==> config.mk <==
export PLATFORM = sky130hd
export DESIGN_NAME = hls_fp16_to_fp32_chn_o_skid
export DESIGN_NICKNAME = d
export VERILOG_FILES = /design/src/rtl/hls_fp16_to_fp32_chn_o_skid.sv
export SDC_FILE = /design/constraint.sdc
export NUM_CORES = 1
export LEC_CHECK = 0
export CELL_PAD_IN_SITES_DETAIL_PLACEMENT = 1
export CELL_PAD_IN_SITES_GLOBAL_PLACEMENT = 2
export CORE_ASPECT_RATIO = 1.1
export CORE_MARGIN = 10
export CORE_UTILIZATION = 34
export DETAILED_ROUTE_END_ITERATION = 10
export PLACE_DENSITY_LB_ADDON = 0.3
export SYNTH_ARGS = -nofsm -noshare
export SYNTH_HDL_FRONTEND = slang
export SYNTH_SLANG_ARGS = --single-unit
==> constraint.sdc <==
create_clock -name nvdla_core_clk -period 3.6 [get_ports nvdla_core_clk]
set_input_delay 0.54 -clock nvdla_core_clk [delete_from_list [all_inputs] [get_ports nvdla_core_clk]]
set_output_delay 0.54 -clock nvdla_core_clk [all_outputs]
set_load 0.02 [all_outputs]
==> src/rtl/hls_fp16_to_fp32_chn_o_skid.sv <==
// Two-entry skid buffer between the fp16->fp32 core output channel and the downstream pipe.
// Ready to the core comes from a flop, so neither handshake direction has a combinational path.
module hls_fp16_to_fp32_chn_o_skid #(
   parameter int WIDTH = 32,
   parameter int CNTW  = 16
) (
   input  logic             nvdla_core_clk,
   input  logic             nvdla_core_rstn,
   input  logic [WIDTH-1:0] chn_o_rsc_z,
   input  logic             chn_o_rsc_lz,
   output logic             chn_o_rsc_vz,
   output logic [WIDTH-1:0] out_pd,
   output logic             out_pvld,
   input  logic             out_prdy,
   output logic [1:0]       skid_cnt,
   output logic [CNTW-1:0]  xfer_cnt,
   output logic             out_idle
);

   typedef enum logic [1:0] {
      ST_EMPTY = 2'd0,
      ST_ONE   = 2'd1,
      ST_FULL  = 2'd2
   } state_e;

   state_e           state_q, state_d;
   logic [WIDTH-1:0] main_q, main_d;
   logic [WIDTH-1:0] skid_q, skid_d;
   logic             main_vld_q, main_vld_d;
   logic             skid_vld_q, skid_vld_d;
   logic             vz_q;
   logic [CNTW-1:0]  xfer_q, xfer_d;
   logic             accept;
   logic             pop;

   assign accept = chn_o_rsc_lz & vz_q;
   assign pop    = main_vld_q & out_prdy;

   always_comb begin
      // NOTE: every signal gets a default first so no path leaves it unassigned (no latch).
      state_d = state_q;
      main_d  = main_q;
      skid_d  = skid_q;
      xfer_d  = accept ? xfer_q + CNTW'(1) : xfer_q;

      unique case (state_q)
         ST_EMPTY: begin
            if (accept) begin
               state_d = ST_ONE;
               main_d  = chn_o_rsc_z;
            end
         end
         ST_ONE: begin
            if (accept && !pop) begin
               state_d = ST_FULL;
               skid_d  = chn_o_rsc_z;
            end else if (accept && pop) begin
               main_d  = chn_o_rsc_z;
            end else if (pop) begin
               state_d = ST_EMPTY;
            end
         end
         ST_FULL: begin
            // vz_q is low here, so only the drain of main can happen.
            if (pop) begin
               state_d = ST_ONE;
               main_d  = skid_q;
            end
         end
         default: state_d = ST_EMPTY;
      endcase

      main_vld_d = (state_d != ST_EMPTY);
      skid_vld_d = (state_d == ST_FULL);
   end

   // NOTE: sequential state uses non-blocking assignments so all flops update from pre-edge values.
   always_ff @(posedge nvdla_core_clk or negedge nvdla_core_rstn) begin
      if (!nvdla_core_rstn) begin
         state_q    <= ST_EMPTY;
         // NOTE: the two data words are reset too, so held words can never leak out after a reset.
         main_q     <= '0;
         skid_q     <= '0;
         main_vld_q <= 1'b0;
         skid_vld_q <= 1'b0;
         vz_q       <= 1'b0;
         xfer_q     <= '0;
      end else begin
         state_q    <= state_d;
         main_q     <= main_d;
         skid_q     <= skid_d;
         main_vld_q <= main_vld_d;
         skid_vld_q <= skid_vld_d;
         vz_q       <= ~skid_vld_d;
         xfer_q     <= xfer_d;
      end
   end

   assign chn_o_rsc_vz = vz_q;
   assign out_pd       = main_q;
   assign out_pvld     = main_vld_q;
   assign skid_cnt     = state_q;
   assign xfer_cnt     = xfer_q;
   assign out_idle     = ~main_vld_q & ~skid_vld_q & ~chn_o_rsc_lz;

endmodule

## After elaboration in Yosys (flattened, before gate mapping)

Index checks and enable logic that the tools add are counted.

| operators by class | value |
|---|---|
| $add $sub $neg | 1 |
| equal/unequal tests | 7 |
| muxes and demuxes | 11 |
| bitwise gates (word level) | 8 |
| reductions and logical operators | 8 |

Operator list:

| kind | number |
|---|---|
| $mux W32 | 4 |
| $pmux W32 S3 | 1 |
| $add A16 B1 Y16 const B | 1 |
| $mux W2 | 5 |
| $ne A2 B2 Y1 const B | 4 |
| $pmux W2 S3 | 1 |
| $reduce_and A5 Y1 | 1 |
| $and A1 B1 Y1 | 4 |
| $eq A2 B2 Y1 const B | 2 |
| $not A1 Y1 | 4 |
| $reduce_bool A3 Y1 | 1 |
| $eq A2 B1 Y1 const B | 1 |
| $logic_and A1 B1 Y1 | 2 |
| $logic_not A2 Y1 | 1 |
| $reduce_and A2 Y1 | 1 |
| $reduce_bool A2 Y1 | 1 |
| $logic_not A1 Y1 | 1 |

| storage, ports and cells | value |
|---|---|
| register bits | 85 |
| output and inout port bits | 53 |
| logic and storage cells | 42 |

## Depth between registers and ports, before layout

Gate-level depths: netlist of the first run.

| depth | value |
|---|---|
| depth in word-level cells | 7 |
| gate-level depth with buffers | 6 |

## Worst setup path after synthesis of the first run

Ideal clock, no wire load.

| path | value |
|---|---|
| path type | register to register |
| from | register state_q[0], in the netlist skid_cnt[0] |
| to | register main_q[0], in the netlist out_pd[0] |
| setup time | 81 ps |
| data arrival time | 1,526 ps |
| data required time | 3,519 ps |
| setup slack | 1,992 ps |
| stages on the path, launching flop included | 6 |
| period minus slack after synthesis | 1,608 ps |
| path through | dfrtp_1 > a21boi_2 > o32ai_4 > buf_6 > nor2_1 > a31oi_2 |

| on the way | value |
|---|---|
| longest elaborated chain between the ends | 3 |

RTL lines:

| what | RTL line | source |
|---|---|---|
| from (decl) | 26 | `state_e state_q, state_d;` |
| from (signal assigned) | 89 | `state_q <= state_d;` |
| $eq A2 B1 Y1, or another cell as far along | 46 | `unique case (state_q)` |
| $ne A2 B2 Y1 (no line) or $reduce_bool A3 Y1 (tied branches) | -- |  |
| $reduce_and A5 Y1 (no line) | -- |  |
| to (signal assigned) | 90 | `main_q <= main_d;` |
| to (decl) | 27 | `logic [WIDTH-1:0] main_q, main_d;` |

Several ways; a longest one is shown, not always the timed one.
A chain may end at the register's enable or synchronous reset.

## Final worst setup path of the first run

| path | value |
|---|---|
| from | input port chn_o_rsc_lz |
| to | output port out_idle |

| on the way | value |
|---|---|
| longest elaborated chain between the ends | 2 |

RTL lines:

| what | RTL line | source |
|---|---|---|
| from (decl) | 10 | `input logic chn_o_rsc_lz,` |
| $not A1 Y1 | 104 | `assign out_idle = ~main_vld_q & ~skid_vld_q & ~chn_o_rsc_lz;` |
| $and A1 B1 Y1 | 104 |  |
| to (decl) | 17 | `output logic out_idle` |

No other way between the ends.

==> flow_summary.ini, run 1 <==
[clock_network]
cts-root-buf = clkbuf_16
cts_resized = 0
htreeDepth = 3
clock_latency_ns = 0.34
clk_pin_slew_ns = 0.06
clock_path_buffers = 2
numCtsBuffers = 9
cts_sinks = 85
post-cts-setup-buffers = 0
cts_tree = yes
ctsHoldBuffers = 0

[pwr]
switchingPower_mw = 1.678
p_leak_nw = 2.059
power.density_mw_per_mm2 = 936.8
clkPwrFrac_pct = 23.7
p_total_mw = 4.760
p_int_mw = 3.081
pwr-share-seq_pct = 35.0
ir_worst_vdd_v = 0.0002826
share_comb_of_total_power_pct = 41.3
p_sw_share_pct = 35.26

[worst_setup_path]
path_cells = clkdlybuf4s50_1, nor3_1, clkdlybuf4s50_1
r2r_slack_ns = 1.41
crit_required_ns = 3.06
start_kind = primary input
timing.critical_path.mode_cell = clkdlybuf4s50_1
critPathKind = primary input to primary output
crit_path_end_kind = primary output
critical_path.top_delay_family = buffers and inverters
startpoint = chn_o_rsc_lz
slowest_stage = clkdlybuf4s50_1
worst_path_largest_cell_delay_ns = 0.64
reg2reg_depth = 5
critical_path_buf_inv_count = 2
worstReg2RegEnd = out_pd[14]$_DFFE_PN0P_
cp.arrival_ns = 1.87
crit_fanout = 5
r2r_start = skid_cnt[1]$_DFF_PN0_

[sta]
worst_slack_ns = 1.187
finClkSkew_ns = 0.003717
hold_violations = 0
relSlewSlack_pct = 34.96
fmax_ghz = 0.4145
fin_crit_ns = 2.413
worst_pin_slew_ns = 0.9756
post-route-period-util_pct = 67.02
drv_slew = 0
timing.setup.tns_ns = 0
rsz0062_at_grt = false
hold_ws_ns = 0.3398
setup_viol = 0

[layout]
post-route-util_pct = 46.79
multi_input_area_sq_mm = 0.001506
fill_cells = 1167
area_growth_pct = 35.23
drive_above_1_share_pct = 21.27
final_net_count = 441
seq_area_sq_mm = 0.002127
diodes = 0

[logic_synthesis]
synth_area_per_cell_sq_um = 11.78
netlist_area_sq_mm = 0.003757
ys_seq_elements = 85
seq_area_frac_synth_pct = 56.61
syn_inst = 319
synth_area_leaders = dfrtp_1 57%, mux2_2 9.9%, a31oi_2 9.3%
synth_nets = 356
synth_top_area_share_pct = 56.61
yosysWarnings = 0
synth_top_area_cell = dfrtp_1
ys_types = 27

[global_route]
grt_pass1_wl_mm = 15.60
first_global_vias = 3010
grt_use_total_pct = 12.39
antenna_found_initial = 0
grt_overflow_total = 0
grt_max_degree = 77

[floorplan]
core_area_sq_mm = 0.01086
ioPinCount = 89
die_x_um = 120.2
rows = 40
start_util_pct = 34.60
die_y_um = 130.3
dieArea_sq_mm = 0.01566

[route]
ant_nets = 0
firstDrtPassIters = 4
vias = 2665
routed_wl_mm = 9.198
dr.first_iter.drc_count = 103
wl_per_cell_um = 16.54
route.detailed.drc = 0
routed_via_density = 4.793

[run]
maxCapViolations = 0

[run_status]
status = finished clean

[placement]
place_congestion = 0.7510
port-buffer-count = 88
place_ws_ns = 0.9766
post-dp-hpwl_mm = 6.131

[min_path]
min_path_type = primary input to async pin
stage by stage:
stage | area (sq um) | instances
3_5_place_dp | 4718 | 540
2_1_floorplan | 3757 | 319
3_3_place_gp | 4718 | 540
6_report | 5081 | 556
5_1_grt | 5081 | 556
4_1_cts | 5081 | 556
logic make-up (layout without fill, tap and decap cells):
family,Yosys count,count (layout),synth area share (%)
fa+ha+maj,1,1,0.3329
compound gates,39,39,11.76
mux,33,33,9.890
flops,85,85,56.61
xor+xnor,15,15,3.497
simple gates,129,129,14.35
buf+inv,17,107,3.563
flip-flops by register name, indices dropped and copies added (netlist names):
name / count
out_pd: 32
skid_q: 32
xfer_cnt: 16
chn_o_rsc_vz: 1
skid_cnt: 2
out_pvld: 1
skid_vld_q: 1
Yosys cell counts (all sizes together):
library cell and instances:
a21boi 1, a21oi 2, a31oi 33, and2 1, and3 2, and4 4
buf 12, clkbuf 5, dfrtp 85, ha 1, mux2 33, nand2 74
nand2b 1, nand3 7, nand4 3, nor2 35, nor2b 1, nor3 1
o21ai 1, o22ai 1, o32ai 1, xnor2 14, xor2 1
area by class of cell:
class,count,area share [%]
Sequential cell,85,41.86
Multi-Input combinational cell,217,29.65
Clock inverter,7,2.709
Timing Repair Buffer,91,17.73
Tap cell,147,3.620
Clock buffer,9,4.432
worst max-delay path by stage:
stage / endpoint / slack [ns] / depth (start not counted)
after global routing: out_idle / 1.12 / 3
after CTS: out_idle / 1.18 / 3
after detailed placement: skid_q[15]$_DFFE_PN0P_ / 0.98 / 5
after global placement: skid_q[12]$_DFFE_PN0P_ / 1.02 / 5
final: out_idle / 1.19 / 3
after floorplan: out_pd[0]$_DFFE_PN0P_ / 1.99 / 5
worst reg2reg max path: cells and delay by family (launching register included):
family                 cells  cell delay [ns]
and+or+nand+nor            2             0.65
DFF                        1             0.53
AOI/OAI and AO/OA          2             0.45
buffers and inverters      1             0.48
layer usage:
| metal | wire [um] | track usage, % | share of wire [%] |
|---|---|---|---|
| met1 | 3984 | 14.03 | 43 |
| met2 | 4674 | 21.76 | 51 |
| met3 | 405 | 3.673 | 4.4 |
| met4 | 134 | 4.403 | 1.5 |
| met5 | 0 | 0 | 0 |
power by group through the flow:
stage | sequential (mW) | clock, mW | combinational [mW]
finish | 1.67 | 1.13 | 1.96
global route | 1.73 | 1.20 | 2.16
CTS | 1.68 | 1.15 | 2.02
detailed placement | 1.69 | 0 | 2.01
global placement | 1.67 | 0 | 1.96
floorplan | 1.91 | 0 | 1.04
cells in the final DEF, fill, tap and decap left out:
cell	synthesis	final
bufinv_16	0	4
ha_1	1	1
nor2_1	35	35
nor3_1	1	1
a21boi_2	1	1
and4_1	4	4
clkdlybuf4s50_1	0	87
dfrtp_1	85	85
clkbuf_16	0	9
buf_4	0	4
nand2b_2	0	1
o32ai_4	1	1
o22ai_1	1	1
and2_1	1	1
o21ai_0	1	1
clkinv_2	0	2
mux2_2	33	33
xnor2_1	14	14
clkinvlp_4	0	1
nand2_2	2	2
nor2b_4	0	1
a31oi_1	5	5
nand4_1	3	3
and3_1	2	2
xor2_1	1	1
a31oi_2	28	28
nand2_1	72	72
nand3_1	7	7
a21oi_1	2	2
No activity file was read; power rests on OpenSTA's default activity.
==> run 2, diff against run 1 <==
Settings changed: CORE_UTILIZATION 34 to 32.
Clock period 3.6 ns to 2.3 ns, I/O delays scaled along.
==> flow_summary.ini, run 2 (synthesis results as in run 1) <==
[sta]
post-route-period-util_pct = 89.41
fmax_ghz = 0.4863
drv_slew = 0
rsz0062_at_grt = false
timing.setup.tns_ns = 0
relSlewSlack_pct = 72.03
finClkSkew_ns = 0.005449
worst_pin_slew_ns = 0.4195
hold_violations = 0
fin_crit_ns = 2.057
setup_viol = 0

[worst_setup_path]
crit_fanout = 5
crit_required_ns = 1.96
start_kind = primary input
cp.arrival_ns = 1.71
crit_path_end_kind = primary output
critPathKind = primary input to primary output

[pwr]
clkPwrFrac_pct = 18.9
p_sw_share_pct = 37.20
pwr-share-seq_pct = 36.7
share_comb_of_total_power_pct = 44.4
switchingPower_mw = 2.652
p_leak_nw = 2.054
p_int_mw = 4.476
ir_worst_vdd_v = 0.0006090
power.density_mw_per_mm2 = 1402

[clock_network]
numCtsBuffers = 9
clock_path_buffers = 2
cts-root-buf = clkbuf_16
post-cts-setup-buffers = 0
cts_resized = 0
cts_tree = yes
clock_latency_ns = 0.34
clk_pin_slew_ns = 0.06
htreeDepth = 3
cts_sinks = 85

[run_status]
status = finished clean

[layout]
design_area_sq_mm = 0.005085
layout_commonest_cell = clkdlybuf4s50_1
layout_common_cells = 87 x clkdlybuf4s50_1, 85 x dfrtp_1, 72 x nand2_1
drive_above_1_share_pct = 21.79
area_growth_pct = 35.33
fill_cells = 1235
final_net_count = 445
post-route-util_pct = 44.25

[global_route]
first_global_vias = 2906
grt_use_total_pct = 11.77
grt_pass1_wl_mm = 15.36
antenna_found_initial = 1
grt_overflow_total = 0
grt_max_degree = 65

[route]
wl_per_cell_um = 16.57
ant_nets = 0
route.detailed.drc = 0
firstDrtPassIters = 3
vias = 2653
routed_via_density = 4.704
dr.first_iter.drc_count = 87
routed_wl_mm = 9.343

[min_path]
min_path_type = primary input to async pin

[floorplan]
ioPinCount = 89
dieArea_sq_mm = 0.01648
rows = 41
core_area_sq_mm = 0.01149
die_x_um = 123.3
start_util_pct = 32.70
die_y_um = 133.7

[placement]
place_congestion = 0.7533
place_area_sq_mm = 0.004795
post-dp-hpwl_mm = 6.341
port-buffer-count = 88

[run]
maxCapViolations = 0
## run 2: changes by cell type in the layout (fill, tap and decap cells not counted), sizes merged
cell         previous run  this run
diode                   0         1
clkinvlp                1         2
clkinv                  2         4
clkbuf                  9        10
bufinv                  4         0
dlygate4sd3             0         1
buf                     4         7
## run 2: per-stage QoR
step	power, mW	setup WS, ns	cells	hold WS (ns)
after floorplan	4.615	0.6924	319	0.04941
after global placement	5.785	0.2548	546	0.3058
after detailed placement	5.891	0.2226	546	0.3112
after CTS	7.280	0.2234	563	0.4766
after global routing	7.632	0.1334	563	0.4964
final	7.128	0.2435	564	0.4694
## run 2: cell type report
cell class	count	area, sq um	share of cell area, %
clock inverter	6	38.79	0.7628
sequential	85	2127	41.83
clock buffer	10	239.0	4.700
multi-input combinational	217	1506	29.63
tap	150	187.7	3.691
timing repair buffer	95	983.4	19.34
antenna	1	2.502	0.04921
## run 2: worst max-delay path, stage by stage
cell and delay (ns):
clkdlybuf4s50_1 0.49, nor3_1 0.23, clkdlybuf4s50_1 0.64
## run 2: per-layer routing
metal | global-route usage, % | vias up | routed length (um)
met3 | 3.423 | 13 | 567
li1 | - | 1277 | -
met5 | 0 | - | 0
met4 | 4.858 | 0 | 156
met1 | 13.38 | 1313 | 3837
met2 | 19.99 | 50 | 4782
## run 2: path summary, 6_finish.rpt
kind,depth (start not counted),from,slack [ns],end
worst max-delay path,3,chn_o_rsc_lz,0.24,out_idle
worst max register to register,5,skid_cnt[0]$_DFF_PN0_,0.60,out_pd[29]$_DFFE_PN0P_
worst min register to register,1,xfer_cnt[15]$_DFFE_PN0P_,0.47,xfer_cnt[15]$_DFFE_PN0P_
worst min-delay path,2,nvdla_core_rstn,0.47,out_pd[28]$_DFFE_PN0P_
max in group asynchronous,3,nvdla_core_rstn,1.17,out_pd[10]$_DFFE_PN0P_
min in group nvdla_core_clk,1,xfer_cnt[15]$_DFFE_PN0P_,0.47,xfer_cnt[15]$_DFFE_PN0P_
## run 2: power groups by stage
stage / combinational, mW / sequential [mW] / clock [mW]
after global routing: 3.47 / 2.71 / 1.46
after detailed placement: 3.24 / 2.65 / 0
final: 3.16 / 2.62 / 1.35
after global placement: 3.17 / 2.62 / 0
after CTS: 3.25 / 2.63 / 1.40
after floorplan: 1.63 / 2.99 / 0
## run 2: timing repair
item	CTS	global route
setup endpoints to repair	0	0
hold buffers	1	0
endpoints found under the hold margin	28	0
